===== src/rtl/cpu_ctrl_pkg.sv =====
// Shared types and constants for the multi-cycle control sequencer.
// Default widths, opcode field placement and the FSM state encoding.
package cpu_ctrl_pkg;

    localparam int unsigned DEFAULT_PC_W  = 4;
    localparam int unsigned DEFAULT_OP_W  = 32;
    localparam int unsigned DEFAULT_CNT_W = 16;

    localparam int unsigned OPC_MSB = 31;
    localparam int unsigned OPC_LSB = 28;
    localparam int unsigned OPC_W   = OPC_MSB - OPC_LSB + 1;

    localparam logic [OPC_W-1:0] OP_HALT = 4'hF;

    typedef enum logic [2:0] {
        IDLE   = 3'd0,
        FETCH  = 3'd1,
        DECODE = 3'd2,
        EXEC   = 3'd3,
        MEM    = 3'd4,
        WB     = 3'd5,
        HALT   = 3'd6
    } state_e;

endpackage


===== src/rtl/cpu_sequencer.sv =====
// Multi-cycle control sequencer: owns pc and ir, handshakes instruction and data
// memory, and converts decoder levels into single-cycle commit strobes.
module cpu_sequencer
    import cpu_ctrl_pkg::*;
#(
    parameter int unsigned PC_W  = DEFAULT_PC_W,
    parameter int unsigned OP_W  = DEFAULT_OP_W,
    parameter int unsigned CNT_W = DEFAULT_CNT_W
) (
    input  logic             clk,
    input  logic             rst,
    input  logic             run,
    output logic             imem_req,
    output logic [PC_W-1:0]  imem_addr,
    input  logic             imem_ack,
    input  logic [OP_W-1:0]  imem_rdata,
    output logic [OP_W-1:0]  ir,
    input  logic             dec_pc_we,
    input  logic [PC_W-1:0]  dec_pc_in,
    input  logic             dec_reg_we,
    input  logic             dec_mem_we,
    output logic             reg_we,
    output logic             mem_req,
    input  logic             mem_ack,
    output logic [PC_W-1:0]  pc,
    output logic             retire,
    output logic [CNT_W-1:0] retire_cnt,
    output logic             halted,
    output logic [2:0]       state
);

    state_e           state_q, state_d;
    logic [PC_W-1:0]  pc_q, pc_d;
    logic [OP_W-1:0]  ir_q, ir_d;
    logic [CNT_W-1:0] retire_cnt_q, retire_cnt_d;
    logic             imem_req_q, imem_req_d;
    logic             mem_req_q, mem_req_d;
    logic             reg_we_q, reg_we_d;
    logic             retire_q, retire_d;
    logic             halted_q, halted_d;
    logic             is_halt_c;

    assign is_halt_c = (ir_q[OPC_MSB:OPC_LSB] == OP_HALT);

    // Next-state and next-output logic; strobes are decoded from the next state
    // so they land in flops together with it and never see the ack inputs.
    always_comb begin
        state_d      = state_q;
        pc_d         = pc_q;
        ir_d         = ir_q;
        retire_cnt_d = retire_cnt_q;

        case (state_q)
            IDLE: begin
                if (run) state_d = FETCH;
            end
            FETCH: begin
                if (imem_ack) begin
                    ir_d    = imem_rdata;
                    state_d = DECODE;
                end
            end
            DECODE: state_d = EXEC;
            EXEC: begin
                if (is_halt_c)       state_d = HALT;
                else if (dec_mem_we) state_d = MEM;
                else                 state_d = WB;
            end
            MEM: begin
                if (mem_ack) state_d = WB;
            end
            WB: begin
                pc_d         = dec_pc_we ? dec_pc_in : pc_q + PC_W'(1);
                retire_cnt_d = retire_cnt_q + CNT_W'(1);
                state_d      = run ? FETCH : IDLE;
            end
            HALT:    state_d = HALT;
            default: state_d = IDLE;
        endcase

        imem_req_d = (state_d == FETCH);
        mem_req_d  = (state_d == MEM);
        retire_d   = (state_d == WB);
        reg_we_d   = (state_d == WB) && dec_reg_we;
        halted_d   = (state_d == HALT);
    end

    always_ff @(posedge clk or posedge rst) begin
        if (rst) begin
            state_q      <= IDLE;
            pc_q         <= '0;
            ir_q         <= '0;
            retire_cnt_q <= '0;
            imem_req_q   <= 1'b0;
            mem_req_q    <= 1'b0;
            reg_we_q     <= 1'b0;
            retire_q     <= 1'b0;
            halted_q     <= 1'b0;
        end else begin
            state_q      <= state_d;
            pc_q         <= pc_d;
            ir_q         <= ir_d;
            retire_cnt_q <= retire_cnt_d;
            imem_req_q   <= imem_req_d;
            mem_req_q    <= mem_req_d;
            reg_we_q     <= reg_we_d;
            retire_q     <= retire_d;
            halted_q     <= halted_d;
        end
    end

    assign imem_req   = imem_req_q;
    assign imem_addr  = pc_q;
    assign ir         = ir_q;
    assign reg_we     = reg_we_q;
    assign mem_req    = mem_req_q;
    assign pc         = pc_q;
    assign retire     = retire_q;
    assign retire_cnt = retire_cnt_q;
    assign halted     = halted_q;
    assign state      = state_q;

endmodule


===== config.mk =====
export PLATFORM = sky130hd
export DESIGN_NAME = cpu_sequencer
export DESIGN_NICKNAME = d
export VERILOG_FILES = /design/src/rtl/cpu_ctrl_pkg.sv /design/src/rtl/cpu_sequencer.sv
export SDC_FILE = /design/constraint.sdc
export NUM_CORES = 1
export LEC_CHECK = 0
export CAP_MARGIN = 20
export CORE_MARGIN = 2
export CORE_UTILIZATION = 47
export CTS_BUF_LIST = sky130_fd_sc_hd__clkbuf_8
export DETAILED_ROUTE_END_ITERATION = 8
export PLACE_DENSITY = 0.95
export SYNTH_ARGS = -nofsm -noshare
export SYNTH_HDL_FRONTEND = slang
export SYNTH_SLANG_ARGS = --single-unit

===== constraint.sdc =====
create_clock -name clk -period 3.85 [get_ports clk]
set_input_delay 0.77 -clock clk [delete_from_list [all_inputs] [get_ports clk]]
set_output_delay 0.77 -clock clk [all_outputs]
set_load 0.01 [all_outputs]

==> flow_summary.yaml, run 1 <==
cts:
  htreeDepth: 3
  clk_latency_ps: 320
  cts_resized: 0
  cts.clk_slew.worst_paths_ps: 60
  cts_sinks: 60
  clock-root-buffer: "clkbuf_8"
  cts.path.max_buffers: 2
  ctsHoldBuffers: 0
  post_cts_buffers: 0
  tritoncts: "built"
  cts_buffers: 9
yosys:
  synth_seq_cells: 60
  postSynthCellCount: 194
  synth_compound_area_share_pct: 3.04
  syn_avg_cell_area_um2: 13.2
  synthTopCellsByArea: "dfrtp_1 59%, mux2_2 13%, xnor2_1 3.1%, nand2_1 2.2%, xor2_1 2.1%"
  synth-edff-count: 0
  synth.area.mux_share_pct: 14.5
  netlist_area_um2: 2550
  ys_types: 36
  synthArstFlopShare_pct: 100
  yosysWarnings: 0
  synth_xor_xnor_area_share_pct: 5.15
  synth_top_area_share_pct: 58.8
  synth_sequential_area_ratio_pct: 58.8
  synth_nets: 240
  yosys.area.top_type: "dfrtp_1"
  yosys.area_share.adder_pct: 0.980
  synth_ff_type: "dfrtp_1"
  synthSimpleGateAreaFrac_pct: 13.5
  synth_top_family_by_area: "multiplexers"
detailed_routing:
  routed_wl_mm: 5.74
  drt-initial-drc-count: 63
  drc: 0
  ant_nets: 0
  vias: 1907
  viasPerCell: 5.06
  drt_pass1_iterations: 4
  avgRoutedWirePerCell_um: 15.2
setup_path:
  worstPathRequired_ps: 3080
  cp_top_family: "buffers and inverters"
  slowest_delay_ps: 650
  start_kind: "register"
  ff2ff_path_depth: 4
  path_max_fanout: 13
  path_class: "reg -> out"
  arrival_ps: 1600
  r2r_end: "retire_cnt[14]"
  crit_buf_inv: 1
  cp_num_cells: 1
  r2r-start: "state[2]"
  cp_slowest_cell: "clkdlybuf4s50_1"
  endpoint_kind: "primary output"
  path_cells: "clkdlybuf4s50_1"
  r2r_slack_ps: 2070
power_and_ir_drop:
  seq_power_share_pct: 38.7
  vdd_drop_max_mv: 0.466
  swShare_pct: 30.3
  power_density_nw_per_um2: 716
  p_leak_nw: 1.64
  combPwrFrac_pct: 40.6
  p_int_w: 0.00192
  netSwitchingPower_w: 0.000836
  p_clk_share_pct: 20.6
  fin_total_pwr_w: 0.00275
cells_and_area:
  area_growth_pct: 50.5
  antenna_cells: 0
  layoutNonFillerInstCount: 377
  fin_nets: 349
  fill_cells: 344
  drive_above_1_share_pct: 17.3
  fin_area_um2: 3840
die:
  core_area_um2: 5170
  ios: 108
  start_util_pct: 49.3
  rows: 26
  chipHeight_um: 77.7
  die_w_um: 77.7
  die-area_um2: 6040
global_routing:
  grt_remaining_overflow: 0
  grt_max_degree: 42
  grt_pass1_vias: 1950
  grt_pass1_wl_mm: 9.50
  antenna_found_initial: 0
  track_usage_pct: 20.2
min_path:
  hold_depth: 1
  worstHoldStart: "retire_cnt[15]"
  holdPathEnd: "retire_cnt[15]"
  hp-class: "reg -> reg"
flow_run:
  drv_cap: 0
place:
  dpl.hpwl_mm: 4.14
  portBuffers: 107
  dp_cells: 362
  post_dp_cell_area_um2: 3640
  gp_congestion: 0.816
sta:
  drv_slew: 0
  setup_tns_ps: 0
  setup_viol: 0
  worstMarginPinSlew_ps: 834
  grt_setup_unrepaired: "false"
  slew_headroom_pct: 44.3
  finalHoldViolations: 0
  fmax_mhz: 423
  fin_crit_sh_pct: 61.5
  hold_ws_ps: 485
  period_needed_ps: 2370
  clock_skew_ps: 7.37
run_status:
  status: "finished, final reports clean"
-- metrics by stage --
stage / setup WS, ps / util [%]
after floorplan: 1600 / -
after global placement: 1510 / 70.4
after detailed placement: 1450 / 70.4
after CTS: 1450 / 74.3
after global routing: 1390 / 74.3
final: 1480 / 74.3
-- placed cells by master, fill, tap and decap left out, drive strengths merged, types with 2 or more instances in the layout --
master and count:
buf 2, a21oi 4, nor3 4, nor2 7, nand2 15, nand3 8
xor2 6, or3 2, and4 2, nor2b 2, xnor2 9, nand4 4
dfrtp 60, clkbuf 12, nand3b 2, o21ai 5, nor4bb 2, nor4 2
inv 6, ha 2, mux2 32, clkdlybuf4s50 107, nor3b 4
-- synthesized netlist by cell type (all sizes together), types with 4 or more instances --
master,count
a21oi,4
nor2,7
xnor2,9
dfrtp,60
nand2,15
xor2,6
o21ai,5
inv,4
nand4,4
nand3,8
nor3b,4
nor3,4
buf,9
mux2,32
-- kinds of logic (layout without fill, tap and decap cells) --
kind of cell | after synthesis | in the layout
buffers and inverters | 15 | 128
AOI/OAI and AO/OA | 13 | 13
adders and majority gates | 2 | 2
muxes | 33 | 33
xor gates and xnor gates | 15 | 15
DFF | 60 | 60
and+or+nand+nor | 56 | 56
-- flip-flops by register name, indices dropped and copies added, names as in the netlist --
register	flops
retire_cnt	16
imem_req	1
state	3
retire	1
ir	32
halted	1
reg_we	1
mem_req	1
imem_addr	4
-- power by group through the flow --
stage	registers [W]	logic (W)	clock network, W
2_1_floorplan	0.00114	0.000450	0
3_3_place_gp	0.00106	0.00109	0
3_5_place_dp	0.00107	0.00113	0
4_1_cts	0.00107	0.00113	0.000577
5_1_grt	0.00110	0.00120	0.000614
6_report	0.00107	0.00112	0.000567
-- layout make-up --
| class | count | area [µm²] | area share, % |
|---|---|---|---|
| clock buffer | 12 | 165 | 4.30 |
| clock inverter | 3 | 37.5 | 0.977 |
| timing repair buffer | 109 | 1090 | 28.3 |
| tap | 70 | 87.6 | 2.28 |
| sequential | 60 | 1500 | 39.1 |
| inverter | 4 | 15.0 | 0.391 |
| multi-input combinational | 119 | 950 | 24.7 |
-- how the worst max path moves through the flow --
stage / start / to / slack, ps
2_1_floorplan: rst / halted / 1600
3_3_place_gp: imem_ack / ir[28] / 1510
3_5_place_dp: imem_ack / ir[25] / 1450
4_1_cts: state[2] / state[2] / 1450
5_1_grt: state[2] / state[2] / 1390
6_report: state[2] / state[2] / 1480
-- per-layer routing --
layer	GRT usage, %	wire (µm)	vias up
met5	0	0	-
met4	7.50	66	0
met3	3.95	276	9
met2	34.8	2970	63
met1	25.0	2430	939
li1	-	-	896
Power figures use the tool's default switching activity.
==> run 2: changes to the inputs <==
CORE_UTILIZATION = 44   (was 47)
PLACE_DENSITY = 0.9   (was 0.95)
clock period = 2.3 ns   (was 3.85 ns; I/O delays follow)
==> run 2 against run 1 <==
  * Core utilization is 5.1 points lower
  * Largest power group unchanged
  * Register-to-register slack worse by 1500 ps
  * Critical endpoint unchanged
  * Die area is 6.5% higher
==> flow_summary.yaml, run 2 (synthesis results as in run 1) <==
cells_and_area:
  fin_nets: 350
  area_growth_pct: 50.1
  final_cell_mix: "107 x clkdlybuf4s50_1, 60 x dfrtp_1, 30 x mux2_2"
  drive_above_1_share_pct: 17.5
  largest_reg_flops: 32
  final_common_cell: "clkdlybuf4s50_1"
  layoutNonFillerInstCount: 380
  antenna_cells: 0
setup_path:
  ff2ff_path_depth: 4
  path_cells: "clkdlybuf4s50_1"
  path_class: "reg -> out"
  crit_buf_inv: 1
  cp_top_family: "buffers and inverters"
  r2r-start: "state[2]"
  start_kind: "register"
  slowest_delay_ps: 630
  cp_num_cells: 1
  r2r_end: "retire_cnt[14]"
  r2r_slack_ps: 540
  cp_slowest_cell: "clkdlybuf4s50_1"
  worstPathRequired_ps: 1840
  path_max_fanout: 13
  arrival_ps: 1550
  endpoint_kind: "primary output"
min_path:
  hp-class: "reg -> reg"
  holdPathEnd: "retire_cnt[15]"
  worstHoldStart: "retire_cnt[15]"
  hold_depth: 1
power_and_ir_drop:
  vdd_drop_max_mv: 0.744
  power_density_nw_per_um2: 1160
  fin_total_pwr_w: 0.00446
  p_leak_nw: 1.63
detailed_routing:
  drt-initial-drc-count: 69
  viasPerCell: 4.94
  drt_pass1_iterations: 4
  routed_wl_mm: 5.48
  avgRoutedWirePerCell_um: 14.4
  ant_nets: 0
  drc: 0
  vias: 1876
global_routing:
  grt_pass1_wl_mm: 8.76
  grt_remaining_overflow: 0
  grt_pass1_vias: 1893
  antenna_found_initial: 0
  grt_max_degree: 36
  track_usage_pct: 18.0
sta:
  fmax_mhz: 497
  drv_slew: 0
  setup_viol: 0
  clock_skew_ps: 8.42
  finalHoldViolations: 0
  worstMarginPinSlew_ps: 592
  slew_headroom_pct: 60.5
  setup_tns_ps: 0
  grt_setup_unrepaired: "false"
  period_needed_ps: 2010
  fin_crit_sh_pct: 87.5
cts:
  clock-root-buffer: "clkbuf_8"
  cts.clk_slew.worst_paths_ps: 60
  cts.path.max_buffers: 2
  ctsHoldBuffers: 0
  tritoncts: "built"
  htreeDepth: 3
  cts_resized: 0
  clk_latency_ps: 320
  cts_sinks: 60
  cts_buffers: 9
  post_cts_buffers: 0
place:
  gp_congestion: 0.821
  dpl.hpwl_mm: 4.06
  dp_cells: 365
  portBuffers: 107
run_status:
  status: "finished, final reports clean"
die:
  die-area_um2: 6430
  die_w_um: 80.2
  ios: 108
  core_area_um2: 5540
  chipHeight_um: 80.2
  start_util_pct: 46.1
  rows: 27
flow_run:
  drv_cap: 0
[run 2: how the worst max path moves through the flow]
| stage | slack, ps | start | to |
|---|---|---|---|
| 2_1_floorplan | 360 | rst | halted |
| 3_3_place_gp | 410 | imem_ack | ir[6] |
| 3_5_place_dp | 370 | imem_ack | ir[20] |
| 4_1_cts | 260 | state[2] | state[2] |
| 5_1_grt | 190 | state[2] | state[2] |
| 6_report | 290 | state[2] | state[2] |
[run 2: stage by stage]
stage               setup WS, ps  instance area, µm²  hold slack (ps)  util [%]
floorplan                    355                2550              504         -
global placement             406                3660              459      66.1
detailed placement           372                3660              465      66.1
CTS                          261                3830              476      69.2
global route                 194                3830              491      69.2
finish                       288                3830              471      69.2
[run 2: final cells by class]
type	instances	area, µm²
clock buffers	11	151
well taps	72	90.1
fillers	429	1710
repair buffers	110	1110
inverters	4	15.0
multi-input cells	119	950
flip-flops and latches	60	1500
clock inverters	4	17.5
[run 2: power by group]
group / internal [W] / leakage (nW) / total (W) / switching [W]
Combinational: 0.00119 / 0.786 / 0.00188 / 0.000686
Clock: 0.000432 / 0.0976 / 0.000795 / 0.000363
Sequential: 0.00146 / 0.748 / 0.00178 / 0.000326
[run 2: per-layer routing]
metal  part of all wire [%]  GRT usage (%)  vias to the layer above
met4                    1.8           8.14                        0
met5                      0              0                        -
met1                     43           22.0                      905
met3                    6.1           4.83                       11
met2                     49           29.9                       68
li1                       -              -                      892
[run 2: worst reg2reg max path, cell delays in order (launching register included)]
cell and delay (ps):
dfrtp_1 610, nand3b_4 240, nor4_2 480, nand3_1 160, xnor2_1 150
==> run 3: changes to the inputs <==
CELL_PAD_IN_SITES_DETAIL_PLACEMENT = 2   (was unset)
CELL_PAD_IN_SITES_GLOBAL_PLACEMENT = 2   (was unset)
CORE_ASPECT_RATIO = 1.5   (was unset)
CORE_MARGIN = unset   (was 2)
CORE_UTILIZATION = 27   (was 44)
PLACE_DENSITY = 0.89   (was 0.9)
==> run 3 against run 2 <==
  * Clock skew down 1.2 ps
  * Routed wire length up 33%
  * Global-route usage down 2.2 points
  * First-iteration DRC count down 32%
  * Sequential share of layout area down 0.86 points
  * Flip-flop and latch count unchanged
  * Hold slack worse by 8.8 ps
  * Largest cell class unchanged
==> flow_summary.yaml, run 3 (synthesis results as in run 1) <==
sta:
  fin_crit_sh_pct: 91.1
  slew_headroom_pct: 67.4
  hold_ws_ps: 462
  setup_tns_ps: 0
  setup_viol: 0
  finalHoldViolations: 0
  grt_setup_unrepaired: "false"
  drv_slew: 0
  fin_ws_ps: 205
  fmax_mhz: 477
  clock_skew_ps: 7.25
  worstMarginPinSlew_ps: 488
  period_needed_ps: 2100
setup_path:
  path_cells: "clkdlybuf4s50_1"
  ff2ff_path_depth: 4
  path_class: "reg -> out"
  cp_num_cells: 1
  slowest_delay_ps: 640
  endpoint_kind: "primary output"
  cp_slowest_cell: "dfrtp_1"
  r2r-start: "state[2]"
  crit_buf_inv: 1
  worstPathRequired_ps: 1840
  r2r_slack_ps: 470
  arrival_ps: 1640
  start_kind: "register"
  path_max_fanout: 13
  r2r_end: "retire_cnt[14]"
  cp_top_family: "flip-flops"
  critical_path.startpoint: "state[2]"
cts:
  cts_resized: 0
  clock-root-buffer: "clkbuf_8"
  post_cts_buffers: 0
  cts.clk_slew.worst_paths_ps: 70
  cts_buffers: 9
  clk_latency_ps: 350
  ctsHoldBuffers: 0
  htreeDepth: 3
  cts_sinks: 60
  tritoncts: "built"
  cts.path.max_buffers: 2
global_routing:
  grt_pass1_vias: 2117
  gr-usage-met2_pct: 28.7
  met3_usage_pct: 5.11
  grt_pass1_wl_mm: 11.4
  top_usage_layer: "met2"
  track_usage_pct: 15.9
  antenna_found_initial: 0
  grt_remaining_overflow: 0
  grt_max_degree: 35
  grtUsageMet1_pct: 16.6
power_and_ir_drop:
  vdd_drop_max_mv: 0.494
  fin_total_pwr_w: 0.00468
  p_leak_nw: 1.65
  power_density_nw_per_um2: 1190
die:
  ios: 108
  core_area_um2: 9200
  chipHeight_um: 121
  rows: 43
  die_w_um: 81.4
  die-area_um2: 9850
  start_util_pct: 27.7
cells_and_area:
  drive_above_1_share_pct: 18.1
  largest_reg_flops: 32
  antenna_cells: 0
  area_growth_pct: 53.5
  fin_nets: 352
  final_cell_mix: "107 x clkdlybuf4s50_1, 60 x dfrtp_1, 30 x mux2_2"
  fin_area_um2: 3920
  final_common_cell: "clkdlybuf4s50_1"
detailed_routing:
  vias: 1950
  routed_wl_mm: 7.28
  drc: 0
  avgRoutedWirePerCell_um: 17.3
  drt_pass1_iterations: 4
  drt-initial-drc-count: 47
  viasPerCell: 4.63
  ant_nets: 0
place:
  gp_congestion: 0.690
  portBuffers: 107
  dpl.hpwl_mm: 5.55
  pre_cts_slack_ps: 273
  post_dp_cell_area_um2: 3730
run_status:
  status: "finished, final reports clean"
flow_run:
  drv_cap: 0
min_path:
  hp-class: "in -> async"
==> run 3: cell count changes in the layout (fill, tap and decap cells not counted) <==
cell and change:
buf_4 +2, bufinv_16 +1, clkinv_2 -1, inv_1 -1
==> run 3: worst max-delay path by stage <==
stage	to	slack (ps)
after detailed placement	ir[13]	270
after CTS	state[2]	200
after global routing	state[2]	140
final	state[2]	200
after global placement	ir[1]	360
after floorplan	halted	360
==> run 3: report_power, final <==
group	total, W	switching, W	leakage, nW	internal (W)
registers	0.00179	0.000333	0.748	0.00146
clock network	0.000943	0.000402	0.102	0.000541
logic	0.00194	0.000750	0.798	0.00119
total	0.00468	0.00149	1.65	0.00319
==> run 3: final cells by class <==
cell class / instances / area (µm²)
clock buffers: 11 / 151
multi-input cells: 119 / 950
fillers: 943 / 5280
inverters: 4 / 15.0
clock inverters: 3 / 38.8
repair buffers: 112 / 1120
flip-flops and latches: 60 / 1500
well taps: 112 / 140
==> run 3: stage by stage <==
step,std cells,util (%)
final,421,42.6
after global routing,421,42.6
after CTS,421,42.6
after detailed placement,407,40.5
after global placement,407,40.5
after floorplan,194,-
==> run 3: routing by layer <==
metal  routed length (µm)  share of wire [%]
met1                 2600                 36
met2                 4080                 56
met3                  488                6.7
met4                  118                1.6
met5                    0                  0
